### config.mk
export PLATFORM = sky130hd
export DESIGN_NAME = wb_arbiter
export DESIGN_NICKNAME = d
export VERILOG_FILES = /design/src/rtl/wb_pkg.sv /design/src/rtl/wb_arbiter_rr_pick.sv /design/src/rtl/wb_arbiter.sv
export SDC_FILE = /design/constraint.sdc
export NUM_CORES = 1
export LEC_CHECK = 0
export ABC_AREA = 1
export CORE_MARGIN = 4
export CORE_UTILIZATION = 24
export CTS_BUF_LIST = sky130_fd_sc_hd__clkbuf_2 sky130_fd_sc_hd__clkbuf_4 sky130_fd_sc_hd__clkbuf_8
export DETAILED_ROUTE_END_ITERATION = 10
export PLACE_DENSITY = 0.89
export REMOVE_ABC_BUFFERS = 1
export SYNTH_ARGS = -nofsm -noshare
export SYNTH_HDL_FRONTEND = slang
export SYNTH_SLANG_ARGS = --single-unit
### constraint.sdc
create_clock -name clk_i -period 1.6 [get_ports clk_i]
set_clock_uncertainty 0.2 [all_clocks]
set_input_delay 0.16 -clock clk_i [delete_from_list [all_inputs] [get_ports clk_i]]
set_output_delay 0.16 -clock clk_i [all_outputs]
set_load 0.005 [all_outputs]
### src/rtl/wb_pkg.sv
// Shared definitions for the Wishbone B4 classic controller arbiter.
//   WB_ADR_W / WB_DAT_W : peripheral bus address and data widths
//   wb_arb_state_t      : arbiter FSM state encoding
//   WB_TIMEOUT_DAT      : read data returned to a controller whose cycle timed out
//   idx_width()         : bit width of a controller index for a given controller count
package wb_pkg;

    localparam int WB_ADR_W = 4;
    localparam int WB_DAT_W = 8;

    localparam logic [WB_DAT_W-1:0] WB_TIMEOUT_DAT = 8'hFF;

    typedef enum logic {
        IDLE = 1'b0,
        BUSY = 1'b1
    } wb_arb_state_t;

    // Width of an index into n controllers, never less than one bit.
    function automatic int idx_width(input int n);
        return (n > 1) ? $clog2(n) : 1;
    endfunction

endpackage

### src/rtl/wb_arbiter_rr_pick.sv
// rr_pick: combinational round-robin picker.
//   req   : one request bit per controller
//   last  : index of the controller served most recently
//   grant : first requester found searching last+1, last+2, ... (wrapping)
//   valid : at least one request is present
module rr_pick
    import wb_pkg::*;
#(
    parameter int NCTRL = 2,
    parameter int IDX_W = idx_width(NCTRL)
) (
    input  logic [NCTRL-1:0] req,
    input  logic [IDX_W-1:0] last,
    output logic [IDX_W-1:0] grant,
    output logic             valid
);

    int               pos_s;
    logic [IDX_W-1:0] idx_s;

    // Walk outward from last+1; the nearest requester in rotation order wins.
    always_comb begin
        grant = {IDX_W{1'b0}};
        valid = 1'b0;
        pos_s = 0;
        idx_s = {IDX_W{1'b0}};
        for (int i = 1; i <= NCTRL; i++) begin
            pos_s = (int'(last) + i) % NCTRL;
            idx_s = IDX_W'(pos_s);
            if (!valid && req[idx_s]) begin
                grant = idx_s;
                valid = 1'b1;
            end else begin
            end
        end
    end

endmodule

### src/rtl/wb_arbiter.sv
// wb_arbiter: shares one Wishbone B4 classic peripheral bus (4-bit address,
// 8-bit data) between NCTRL controllers using round-robin arbitration.
//
// Ports:
//   clk_i, rst_ni        clock (rising edge), asynchronous active-low reset
//   c_stb_i/c_we_i       per-controller strobe / write enable
//   c_adr_i/c_dat_i      per-controller address [4k+:4] / write data [8k+:8]
//   c_ack_o              per-controller ack (one-hot or zero)
//   c_dat_o              read data broadcast to all controllers
//   wb_stb_o/wb_we_o     peripheral strobe / write enable
//   wb_adr_o/wb_dat_o    peripheral address / write data
//   wb_ack_i/wb_dat_i    peripheral ack / read data
//
// Optional feature macro WB_ARBITER_TIMEOUT_EN: a watchdog terminates a cycle
// that has gone TIMEOUT BUSY cycles without ack, returning WB_TIMEOUT_DAT.
module wb_arbiter
    import wb_pkg::*;
#(
    parameter int NCTRL   = 2,
    parameter int TIMEOUT = 255
) (
    input  logic                      clk_i,
    input  logic                      rst_ni,
    input  logic [NCTRL-1:0]          c_stb_i,
    input  logic [NCTRL-1:0]          c_we_i,
    input  logic [NCTRL*WB_ADR_W-1:0] c_adr_i,
    input  logic [NCTRL*WB_DAT_W-1:0] c_dat_i,
    output logic [NCTRL-1:0]          c_ack_o,
    output logic [WB_DAT_W-1:0]       c_dat_o,
    output logic                      wb_stb_o,
    output logic                      wb_we_o,
    output logic [WB_ADR_W-1:0]       wb_adr_o,
    output logic [WB_DAT_W-1:0]       wb_dat_o,
    input  logic                      wb_ack_i,
    input  logic [WB_DAT_W-1:0]       wb_dat_i
);

    localparam int IDX_W = idx_width(NCTRL);

    wb_arb_state_t    state_r, state_nxt_s;
    logic [IDX_W-1:0] grant_r, grant_nxt_s;
    logic [IDX_W-1:0] last_r, last_nxt_s;
    logic [IDX_W-1:0] pick_grant_s;
    logic             pick_valid_s;
    logic             timeout_s;

    rr_pick #(
        .NCTRL (NCTRL),
        .IDX_W (IDX_W)
    ) u_rr_pick (
        .req   (c_stb_i),
        .last  (last_r),
        .grant (pick_grant_s),
        .valid (pick_valid_s)
    );

`ifdef WB_ARBITER_TIMEOUT_EN
    localparam int CNT_W = ($clog2(TIMEOUT + 1) > 8) ? $clog2(TIMEOUT + 1) : 8;

    logic [CNT_W-1:0] cnt_r;

    // Watchdog: held at zero outside BUSY, counts BUSY cycles without ack.
    always_ff @(posedge clk_i or negedge rst_ni) begin
        if (!rst_ni) begin
            cnt_r <= {CNT_W{1'b0}};
        end else if (state_r != BUSY) begin
            cnt_r <= {CNT_W{1'b0}};
        end else if (!wb_ack_i) begin
            cnt_r <= cnt_r + {{(CNT_W-1){1'b0}}, 1'b1};
        end else begin
            cnt_r <= cnt_r;
        end
    end

    // BUSY cycle number TIMEOUT (count TIMEOUT-1) is the forced-termination cycle.
    assign timeout_s = (state_r == BUSY) && c_stb_i[grant_r] &&
                       (cnt_r == CNT_W'(TIMEOUT - 1));
`else
    assign timeout_s = 1'b0;
`endif

    // State, grant and rotation pointer registers.
    always_ff @(posedge clk_i or negedge rst_ni) begin
        if (!rst_ni) begin
            state_r <= IDLE;
            grant_r <= {IDX_W{1'b0}};
            last_r  <= {IDX_W{1'b0}};
        end else begin
            state_r <= state_nxt_s;
            grant_r <= grant_nxt_s;
            last_r  <= last_nxt_s;
        end
    end

    // Next-state logic: arbitrate in IDLE, finish on ack, abort or timeout.
    always_comb begin
        state_nxt_s = state_r;
        grant_nxt_s = grant_r;
        last_nxt_s  = last_r;
        case (state_r)
            IDLE: begin
                if (pick_valid_s) begin
                    grant_nxt_s = pick_grant_s;
                    state_nxt_s = BUSY;
                end else begin
                    state_nxt_s = IDLE;
                end
            end
            BUSY: begin
                if (wb_ack_i || !c_stb_i[grant_r] || timeout_s) begin
                    last_nxt_s  = grant_r;
                    state_nxt_s = IDLE;
                end else begin
                    state_nxt_s = BUSY;
                end
            end
            default: begin
                state_nxt_s = IDLE;
            end
        endcase
    end

    // Bus mux from the granted controller; ack steered back only to it.
    always_comb begin
        wb_stb_o = 1'b0;
        wb_we_o  = 1'b0;
        wb_adr_o = {WB_ADR_W{1'b0}};
        wb_dat_o = {WB_DAT_W{1'b0}};
        c_ack_o  = {NCTRL{1'b0}};
        if (state_r == BUSY) begin
            wb_stb_o         = c_stb_i[grant_r] & ~timeout_s;
            wb_we_o          = c_we_i[grant_r];
            wb_adr_o         = c_adr_i[int'(grant_r)*WB_ADR_W +: WB_ADR_W];
            wb_dat_o         = c_dat_i[int'(grant_r)*WB_DAT_W +: WB_DAT_W];
            c_ack_o[grant_r] = wb_ack_i | timeout_s;
        end else begin
            c_ack_o = {NCTRL{1'b0}};
        end
    end

    assign c_dat_o = timeout_s ? WB_TIMEOUT_DAT : wb_dat_i;

endmodule

==> qor.yml, run 1 <==
floorplanning:
  core_area_um2: 1708
  die_y_um: 50.41
  dieArea_um2: 2541
  io_pins: 63
  start_util_pct: 25.27
  rows: 15
  die_w_um: 50.41
detailed_routing:
  routed_via_density: 4.290
  drt_iter0_drc: 10
  drt_first_pass_iters: 4
  drt-wirelength-per-cell_um: 11.43
  vias: 695
  drt_wl_total_mm: 1.851
  drc: 0
  detail-route-antenna-nets: 0
yosys:
  postSynthAreaPerCell_um2: 5.833
  yosysSeqAreaShare_pct: 17.39
  synth-seq-cells: 3
  synth_cell_type_count: 16
  yosys.area.top_type: "nor2_1"
  yosys_warnings: 0
  synth_top_area_share_pct: 23.48
  synthCells: 74
  syn_area_um2: 431.7
  netlist_top_cells_area: "nor2_1 23%, dfrtp_1 17%, o21ai_0 16%, buf_4 16%, nand2_1 5.2%"
worst_hold_path:
  hp-class: "in -> out"
setup_path:
  worstPathArrival_ns: 1.27
  start_kind: "flip-flop"
  cp-end-kind: "output port"
  crit_type: "reg -> out"
  cp_max_fo: 4
  cp.required_ns: 1.24
timing:
  fin_crit_ns: 1.630
  slew_viol_final: 0
  period_share_pct: 101.9
  setup_slack_ns: -0.02968
  fin_tns_setup_ns: -0.03369
  worstMarginPinSlew_ns: 0.1507
  setup_violations: 2
  whs_ns: 0.1200
  fmax_ghz: 0.6136
  rsz0062_at_grt: "true"
  hold_violations: 0
  slew_headroom_pct: 89.85
finish:
  syn_to_final_growth_pct: 146.7
  multiInputGateArea_um2: 317.8
  drive_gt1_share_pct: 45.26
  n_fill_cell: 152
  post-route-util_pct: 62.34
  diodes: 0
  seqCellArea_um2: 76.32
  final_nets: 177
global_route:
  grt_max_degree: 9
  globalRouteOverflowTotal: 0
  antenna_found_initial: 0
  grt_use_total_pct: 14.50
  grt_pass1_vias: 681
  grt_pass1_wl_mm: 2.918
cts:
  cts_tree: "built"
  cts-htree-levels: 1
  clock-sinks: 3
  clock_path_buffers: 2
  path_clk_slew_ns: 0.03
  clockRootBuffer: "clkbuf_4"
  cts_made_buffers: 3
  worstSkewPairLatency_ns: 0.22
placed_design:
  dpl.hpwl_mm: 1.304
  place_congestion: 0.6761
  portBuffers: 46
outcome:
  outcome: "finished, violations left"
  violations: "setup timing"
flow_run:
  max_cap_violations: 0
power_and_ir_drop:
  power_density_nw_per_um2: 1491
  total_leakage_power_nw: 0.5078
  power_w: 0.001588
  peakVddDrop_mv: 0.8864
## cells in the mapped netlist (all sizes together)
library cell and count:
a21oi 1, buf 11, dfrtp 3, inv 5
nand2 7, nand3 3, nor2 27, nor3 2
o21ai 14, o21bai 1
## metrics by stage
stage	std cells	worst slack, ns	instance area [um2]
after global routing	162	-0.1360	1065
after CTS	160	-0.08438	1050
after floorplan	63	0.2813	347.8
final	162	-0.02968	1065
after detailed placement	142	-0.1694	899.6
after global placement	142	-0.1500	899.6
## sequential cells by signal (all words and copies together) (netlist names)
name	cells
last_r	1
state_r	1
grant_r	1
## cells in the final DEF (no fill, tap or decap)
master | synthesis | routed
nor2_2 | 0 | 3
dfrtp_2 | 0 | 1
o21ai_2 | 0 | 9
o21ai_1 | 0 | 4
nand3_1 | 2 | 2
nor3_4 | 1 | 1
clkinvlp_4 | 0 | 1
nor2_4 | 0 | 2
clkdlybuf4s50_1 | 0 | 30
nor2_1 | 27 | 22
nand2_2 | 1 | 1
clkbuf_2 | 0 | 4
nand2_1 | 6 | 6
a21oi_1 | 1 | 1
dlygate4sd3_1 | 0 | 1
nand3_4 | 0 | 1
dfrtp_1 | 3 | 2
clkinv_4 | 0 | 1
buf_2 | 1 | 12
buf_4 | 9 | 16
o21bai_1 | 1 | 1
nor3_1 | 1 | 1
o21ai_0 | 14 | 1
clkbuf_4 | 0 | 4
buf_6 | 1 | 6
inv_1 | 4 | 4
## worst max-delay path: stages, from the launching register on
cell and delay [ns]:
dfrtp_2 0.41, clkinvlp_4 0.11, buf_6 0.12, buf_6 0.11, nand2_2 0.05, nand2_1 0.05
nor2_1 0.07, buf_2 0.11
## power by group
part	total, W	internal [W]	switching [W]
clock	0.000142	0.000110	0.0000320
combinational	0.00129	0.000705	0.000582
sequential	0.000160	0.000116	0.0000438
total	0.00159	0.000931	0.000657
## final cells by class
class	count	share of cell area (%)
repair buffers	69	54.29
inverters	5	2.233
well taps	25	2.938
repair inverters	1	0.7051
flip-flops and latches	3	7.168
multi-input cells	55	29.85
clock buffers	4	2.820
## final timing paths
kind / from / endpoint / slack (ns) / depth (start not counted)
hold / removal: wb_dat_i[0] / c_dat_o[0] / 0.12 / 0
max in group asynchronous: rst_ni / grant_r / 0.57 / 2
setup / recovery: grant_r / wb_stb_o / -0.03 / 7
hold reg to reg: last_r / last_r / 0.29 / 2
setup reg to reg: grant_r / last_r / 0.08 / 10
min in group asynchronous: rst_ni / last_r / 0.46 / 2
## what timing repair did
| item | CTS | global route |
|---|---|---|
| buffers inserted | 12 | 2 |
| hold buffers | 1 | 0 |
| endpoints found under the setup margin | 16 | 18 |
| pin swaps | 11 | 8 |
| cloned | 2 | 0 |
| hold endpoints to repair | 3 | 0 |
| resized for setup | 84 | 16 |
## kinds of logic (layout without fill, tap and decap cells)
family	count (synthesis)	count (layout)	synth area share, %
compound gates	16	16	19.13
buf+inv	16	79	23.76
flops	3	3	17.39
simple gates	39	39	39.71
## layer usage
| metal | wire length [um] | GRT usage, % | vias to the layer above |
|---|---|---|---|
| li1 | - | - | 355 |
| met1 | 701 | 15.56 | 296 |
| met2 | 902 | 25.00 | 44 |
| met3 | 248 | 7.418 | 0 |
| met4 | 0 | 3.587 | 0 |
| met5 | 0 | 0 | - |
Note: power is estimated with default switching activity, not from simulation.
==> run 2: changes to the inputs <==
--- a/config.mk
+++ b/config.mk
@@ -6,11 +6,12 @@
 export NUM_CORES = 1
 export LEC_CHECK = 0
 export ABC_AREA = 1
-export CORE_MARGIN = 4
-export CORE_UTILIZATION = 24
+export CORE_AREA = 4 4 41 43
 export CTS_BUF_LIST = sky130_fd_sc_hd__clkbuf_2 sky130_fd_sc_hd__clkbuf_4 sky130_fd_sc_hd__clkbuf_8
 export DETAILED_ROUTE_END_ITERATION = 10
-export PLACE_DENSITY = 0.89
+export DIE_AREA = 0 0 45 47
+export DONT_BUFFER_PORTS = 1
+export PLACE_DENSITY = 0.53
 export REMOVE_ABC_BUFFERS = 1
 export SYNTH_ARGS = -nofsm -noshare
 export SYNTH_HDL_FRONTEND = slang
==> run 2 against run 1 <==
Against the previous run: hold slack worse by 0.10 ns; utilization is 27 points lower; the flow now finishes without violations; die area is 17% lower.
==> qor.yml, run 2 (same netlist as run 1, synthesis figures left out) <==
outcome:
  outcome: "completed"
setup_path:
  critPathMaxStageDelay_ns: 0.45
  r2r_end: "last_r"
  crit_slowest_cell: "dfrtp_1"
  cp.required_ns: 1.24
  cp-end-kind: "output port"
  cp_top_family: "flip-flops"
  cp_cell_sequence: "buf_4, o21ai_0, nor2_1"
  regToRegStartpoint: "grant_r"
  start_kind: "flip-flop"
  worstPathArrival_ns: 1.10
  crit_type: "reg -> out"
  cp_max_fo: 10
  ff2ff_path_depth: 6
  rrSetupSlack_ns: 0.33
  crit_buf_inv: 1
flow_run:
  max_cap_violations: 0
finish:
  finish.instance_area_um2: 461.7
  reg_top3: "grant_r (1), last_r (1), state_r (1)"
  drive_gt1_share_pct: 13.51
  diodes: 0
  layout_commonest_cell: "nor2_1"
  syn_to_final_growth_pct: 6.957
  final_nets: 114
  n_fill_cell: 162
  mostFrequentLayoutCells: "27 x nor2_1, 14 x o21ai_0, 6 x nand2_1, 5 x dlygate4sd3_1"
cts:
  clockRootBuffer: "clkbuf_4"
  cts_made_buffers: 3
  worstSkewPairLatency_ns: 0.23
  path_clk_slew_ns: 0.04
  cts_tree: "built"
  post_cts_resized: 0
  clock-sinks: 3
  post_cts_buffers: 0
  cts-htree-levels: 1
  clock_path_buffers: 2
timing:
  fin_crit_ns: 1.464
  slew_viol_final: 0
  rsz0062_at_grt: "false"
  fin_tns_setup_ns: 0
  setup_violations: 0
  slew_headroom_pct: 80.37
  hold_violations: 0
  fmax_ghz: 0.6831
  period_share_pct: 91.50
  worstMarginPinSlew_ns: 0.2940
worst_hold_path:
  min-delay-start: "c_stb_i[1]"
  hp-class: "in -> reg"
  min_to: "grant_r"
  whs_path_depth: 3
detailed_routing:
  dr_wl_met2_um: 552
  drt_wl_total_mm: 1.159
  drt-wirelength-per-cell_um: 13.02
  drt_iter0_drc: 8
  m1WireLength_um: 367
  vias: 472
  met3_wirelength_um: 239
  routed_via_density: 5.303
  drc: 0
  drt_first_pass_iters: 4
  routed.top_layer: "met3"
  detail-route-antenna-nets: 0
global_route:
  grt_max_degree: 17
  globalRouteOverflowTotal: 0
  grt_pass1_wl_mm: 1.518
  grt_use_total_pct: 9.905
  grt_pass1_vias: 395
  antenna_found_initial: 0
placed_design:
  place_congestion: 0.7248
  portBuffers: 0
  placed_area_um2: 381.6
  dpl.hpwl_um: 930.7
floorplanning:
  io_pins: 63
  rows: 13
  die_w_um: 45
  dieArea_um2: 2115
  die_y_um: 47
  core_area_um2: 1301
  start_util_pct: 33.17
power_and_ir_drop:
  total_leakage_power_nw: 0.2238
  peakVddDrop_mv: 0.6501
  power_density_nw_per_um2: 1747
-- run 2: cell count changes in the layout (fill, tap and decap cells not counted), sizes merged --
| cell | previous run | this run |
|---|---|---|
| buf | 34 | 2 |
| clkdlybuf4s50 | 30 | 0 |
| clkbuf | 8 | 4 |
| dlygate4sd3 | 1 | 5 |
| clkinv | 1 | 0 |
| clkinvlp | 1 | 0 |
| inv | 4 | 5 |
-- run 2: how the worst max path moves through the flow --
stage | start | to | slack, ns | cells after the start
final | state_r | wb_dat_o[0] | 0.14 | 3
after global routing | state_r | wb_dat_o[4] | 0.04 | 3
after CTS | state_r | wb_dat_o[0] | 0.1 | 3
after detailed placement | grant_r | last_r | 0.34 | 6
after global placement | state_r | wb_dat_o[0] | 0.36 | 3
after floorplan | grant_r | last_r | 0.28 | 6
-- run 2: final cells by class --
type	count	area [um2]	area share, %
repair buffers	7	65.06	14.09
inverters	5	18.77	4.065
multi-input cells	55	254.0	55.01
well taps	15	18.77	4.065
clock buffers	4	30.03	6.504
flip-flops and latches	3	75.07	16.26
-- run 2: metrics by stage --
step	power, W	util [%]	hold slack, ns	setup slack, ns	std cells
after floorplan	0.0005217	-	-0.3356	0.2813	63
after CTS	0.0008293	35.48	0.01278	0.09923	89
after global placement	0.0006564	29.33	-0.3355	0.3646	80
after detailed placement	0.0006592	29.33	-0.3355	0.3418	80
final	0.0008065	35.48	0.01850	0.1360	89
after global routing	0.0008977	35.48	0.04274	0.04268	89
-- run 2: report_power, final --
group          switching [W]  internal [W]
clock network      0.0000409      0.000110
registers          0.0000399      0.000113
logic               0.000337      0.000165
total               0.000418      0.000389
-- run 2: worst min-delay path, cell delays in order --
cell     delay [ns]
inv_1          0.05
a21oi_1        0.07
o21ai_0        0.14
-- run 2: per-layer routing --
metal  vias up  track usage [%]
li1        229                -
met1       196            7.569
met2        47            18.93
met3         0            6.130
met4         0            5.263
met5         -                0
-- run 2: timing repair --
action	CTS	global route
endpoints found under the setup margin	0	0
hold buffers	5	0
endpoints found under the hold margin	5	0
==> run 3: changes to the inputs <==
--- a/config.mk
+++ b/config.mk
@@ -6,12 +6,12 @@
 export NUM_CORES = 1
 export LEC_CHECK = 0
 export ABC_AREA = 1
-export CORE_AREA = 4 4 41 43
+export CORE_MARGIN = 4
+export CORE_UTILIZATION = 24
 export CTS_BUF_LIST = sky130_fd_sc_hd__clkbuf_2 sky130_fd_sc_hd__clkbuf_4 sky130_fd_sc_hd__clkbuf_8
+export CTS_CLUSTER_SIZE = 40
 export DETAILED_ROUTE_END_ITERATION = 10
-export DIE_AREA = 0 0 45 47
-export DONT_BUFFER_PORTS = 1
-export PLACE_DENSITY = 0.53
+export PLACE_DENSITY = 0.89
 export REMOVE_ABC_BUFFERS = 1
 export SYNTH_ARGS = -nofsm -noshare
 export SYNTH_HDL_FRONTEND = slang
==> constraint.sdc (replaced) <==
create_clock -name clk_i -period 1.6 [get_ports clk_i]
set_clock_uncertainty 0.2 [all_clocks]
set_input_delay 0.16 -clock clk_i [delete_from_list [all_inputs] [get_ports clk_i]]
set_output_delay 0.16 -clock clk_i [all_outputs]
set_load 0.02 [all_outputs]
==> run 3 against run 2 <==
Against the previous run: sequential share of layout area shrank 8.3 points; routed wire length grew 56%; sequential power is essentially flat; first-iteration DRC count shrank 50%; largest power group unchanged; power grew 95%; register-to-register slack lost 0.05 ns.
==> qor.yml, run 3 (same netlist as run 1, synthesis figures left out) <==
outcome:
  outcome: "completed"
detailed_routing:
  drt_iter0_drc: 4
  drc: 0
  drt_first_pass_iters: 2
  drt_wl_total_mm: 1.809
  detail-route-antenna-nets: 0
  drt-wirelength-per-cell_um: 11.98
  routed_via_density: 4.384
  vias: 662
finish:
  syn_to_final_growth_pct: 121.4
  mostFrequentLayoutCells: "30 x clkdlybuf4s50_1, 21 x nor2_1, 15 x buf_4, 9 x buf_2, 7 x o21ai_0"
  drive_gt1_share_pct: 34.92
  post-route-util_pct: 55.97
  reg_top3: "grant_r (1), last_r (1), state_r (1)"
  finish.instance_area_um2: 955.9
  final_nets: 166
  diodes: 0
  layout_commonest_cell: "clkdlybuf4s50_1"
timing:
  setup_violations: 0
  rsz0062_at_grt: "true"
  worstMarginPinSlew_ns: 0.1646
  period_share_pct: 98.44
  fin_crit_ns: 1.575
  fin_tns_setup_ns: 0
  slew_viol_final: 0
  slew_headroom_pct: 89.01
  hold_violations: 0
  fmax_ghz: 0.6349
global_route:
  antenna_found_initial: 0
  grt_pass1_wl_mm: 2.649
  grt_pass1_vias: 633
  globalRouteOverflowTotal: 0
  grt_max_degree: 17
  grt_use_total_pct: 13.40
floorplanning:
  die_w_um: 50.41
  die_y_um: 50.41
  start_util_pct: 25.27
  rows: 15
  dieArea_um2: 2541
  core_area_um2: 1708
  io_pins: 63
power_and_ir_drop:
  power_density_nw_per_um2: 1646
  total_leakage_power_nw: 0.4584
  peakVddDrop_mv: 0.7603
  power_w: 0.001573
setup_path:
  cp-end-kind: "output port"
  cp.required_ns: 1.24
  r2r_end: "last_r"
  crit_type: "reg -> out"
  worstPathArrival_ns: 1.22
  regToRegStartpoint: "grant_r"
  start_kind: "flip-flop"
  cp_max_fo: 8
  rrSetupSlack_ns: 0.28
  ff2ff_path_depth: 7
cts:
  cts_tree: "built"
  clock_path_buffers: 2
  path_clk_slew_ns: 0.04
  worstSkewPairLatency_ns: 0.24
  cts_made_buffers: 3
  cts-htree-levels: 1
  clockRootBuffer: "clkbuf_4"
  clock-sinks: 3
placed_design:
  dpl.hpwl_mm: 1.291
  place_congestion: 0.6761
  portBuffers: 46
  placed_area_um2: 899.6
worst_hold_path:
  min-delay-start: "wb_dat_i[0]"
  min_to: "c_dat_o[0]"
  hp-class: "in -> out"
  whs_path_depth: 0
flow_run:
  max_cap_violations: 0
-- run 3: cell count changes in the layout (fill, tap and decap cells not counted), sizes merged --
| cell | before | now |
|---|---|---|
| clkdlybuf4s50 | 0 | 30 |
| buf | 2 | 28 |
| dlygate4sd3 | 5 | 1 |
| clkinv | 0 | 1 |
| inv | 5 | 4 |
-- run 3: layout make-up --
| class | instances | area (um2) |
|---|---|---|
| clock buffers | 4 | 30.03 |
| fillers | 170 | 752.0 |
| multi-input cells | 55 | 272.8 |
| flip-flops and latches | 3 | 76.32 |
| repair buffers | 59 | 521.8 |
| well taps | 25 | 31.28 |
| inverters | 5 | 23.77 |
-- run 3: worst max path at each step --
| stage | cells past startpoint | to | start | slack [ns] |
|---|---|---|---|---|
| final | 5 | wb_stb_o | grant_r | 0.02 |
| after global routing | 5 | wb_stb_o | grant_r | -0.05 |
| after CTS | 4 | wb_adr_o[3] | grant_r | -0.03 |
| after detailed placement | 4 | c_ack_o[0] | wb_ack_i | -0.27 |
| after global placement | 4 | c_ack_o[0] | wb_ack_i | -0.25 |
| after floorplan | 2 | c_ack_o[0] | state_r | 0.11 |
-- run 3: where the power goes --
part	leakage (nW)	switching (W)	internal (W)	total, W
Clock	0.0184	0.0000420	0.000111	0.000152
Sequential	0.0353	0.0000405	0.000116	0.000156
Combinational	0.405	0.000690	0.000575	0.00126
-- run 3: repair_timing --
action / 4_1_cts / 5_1_grt
hold endpoints to repair: 3 / 0
buffers inserted: 2 / 1
resized for setup: 75 / 19
pin swaps: 0 / 1
setup endpoints to repair: 16 / 14
hold buffers: 1 / 0
gates cloned: 0 / 1
-- run 3: critical path, stage by stage (launching register included) --
cell and delay [ns]:
dfrtp_2 0.43, buf_4 0.18, nand2_1 0.08, nand2_1 0.06, nor2_1 0.08, buf_4 0.14
-- run 3: routing by layer --
layer  vias to the layer above  wire, um  GRT usage (%)
met5                         -         0              0
met4                         0        19          7.623
met3                         2       216          6.825
met2                        42       899          22.61
met1                       284       674          13.11
li1                        334         -              -
-- run 3: per-stage QoR --
step	cells	hold slack, ns	setup WS (ns)
4_1_cts	149	0.1202	-0.02505
3_5_place_dp	142	0.1202	-0.2729
2_1_floorplan	63	-0.3356	0.1095
3_3_place_gp	142	0.1202	-0.2527
5_1_grt	151	0.1201	-0.05370
6_report	151	0.1201	0.02492
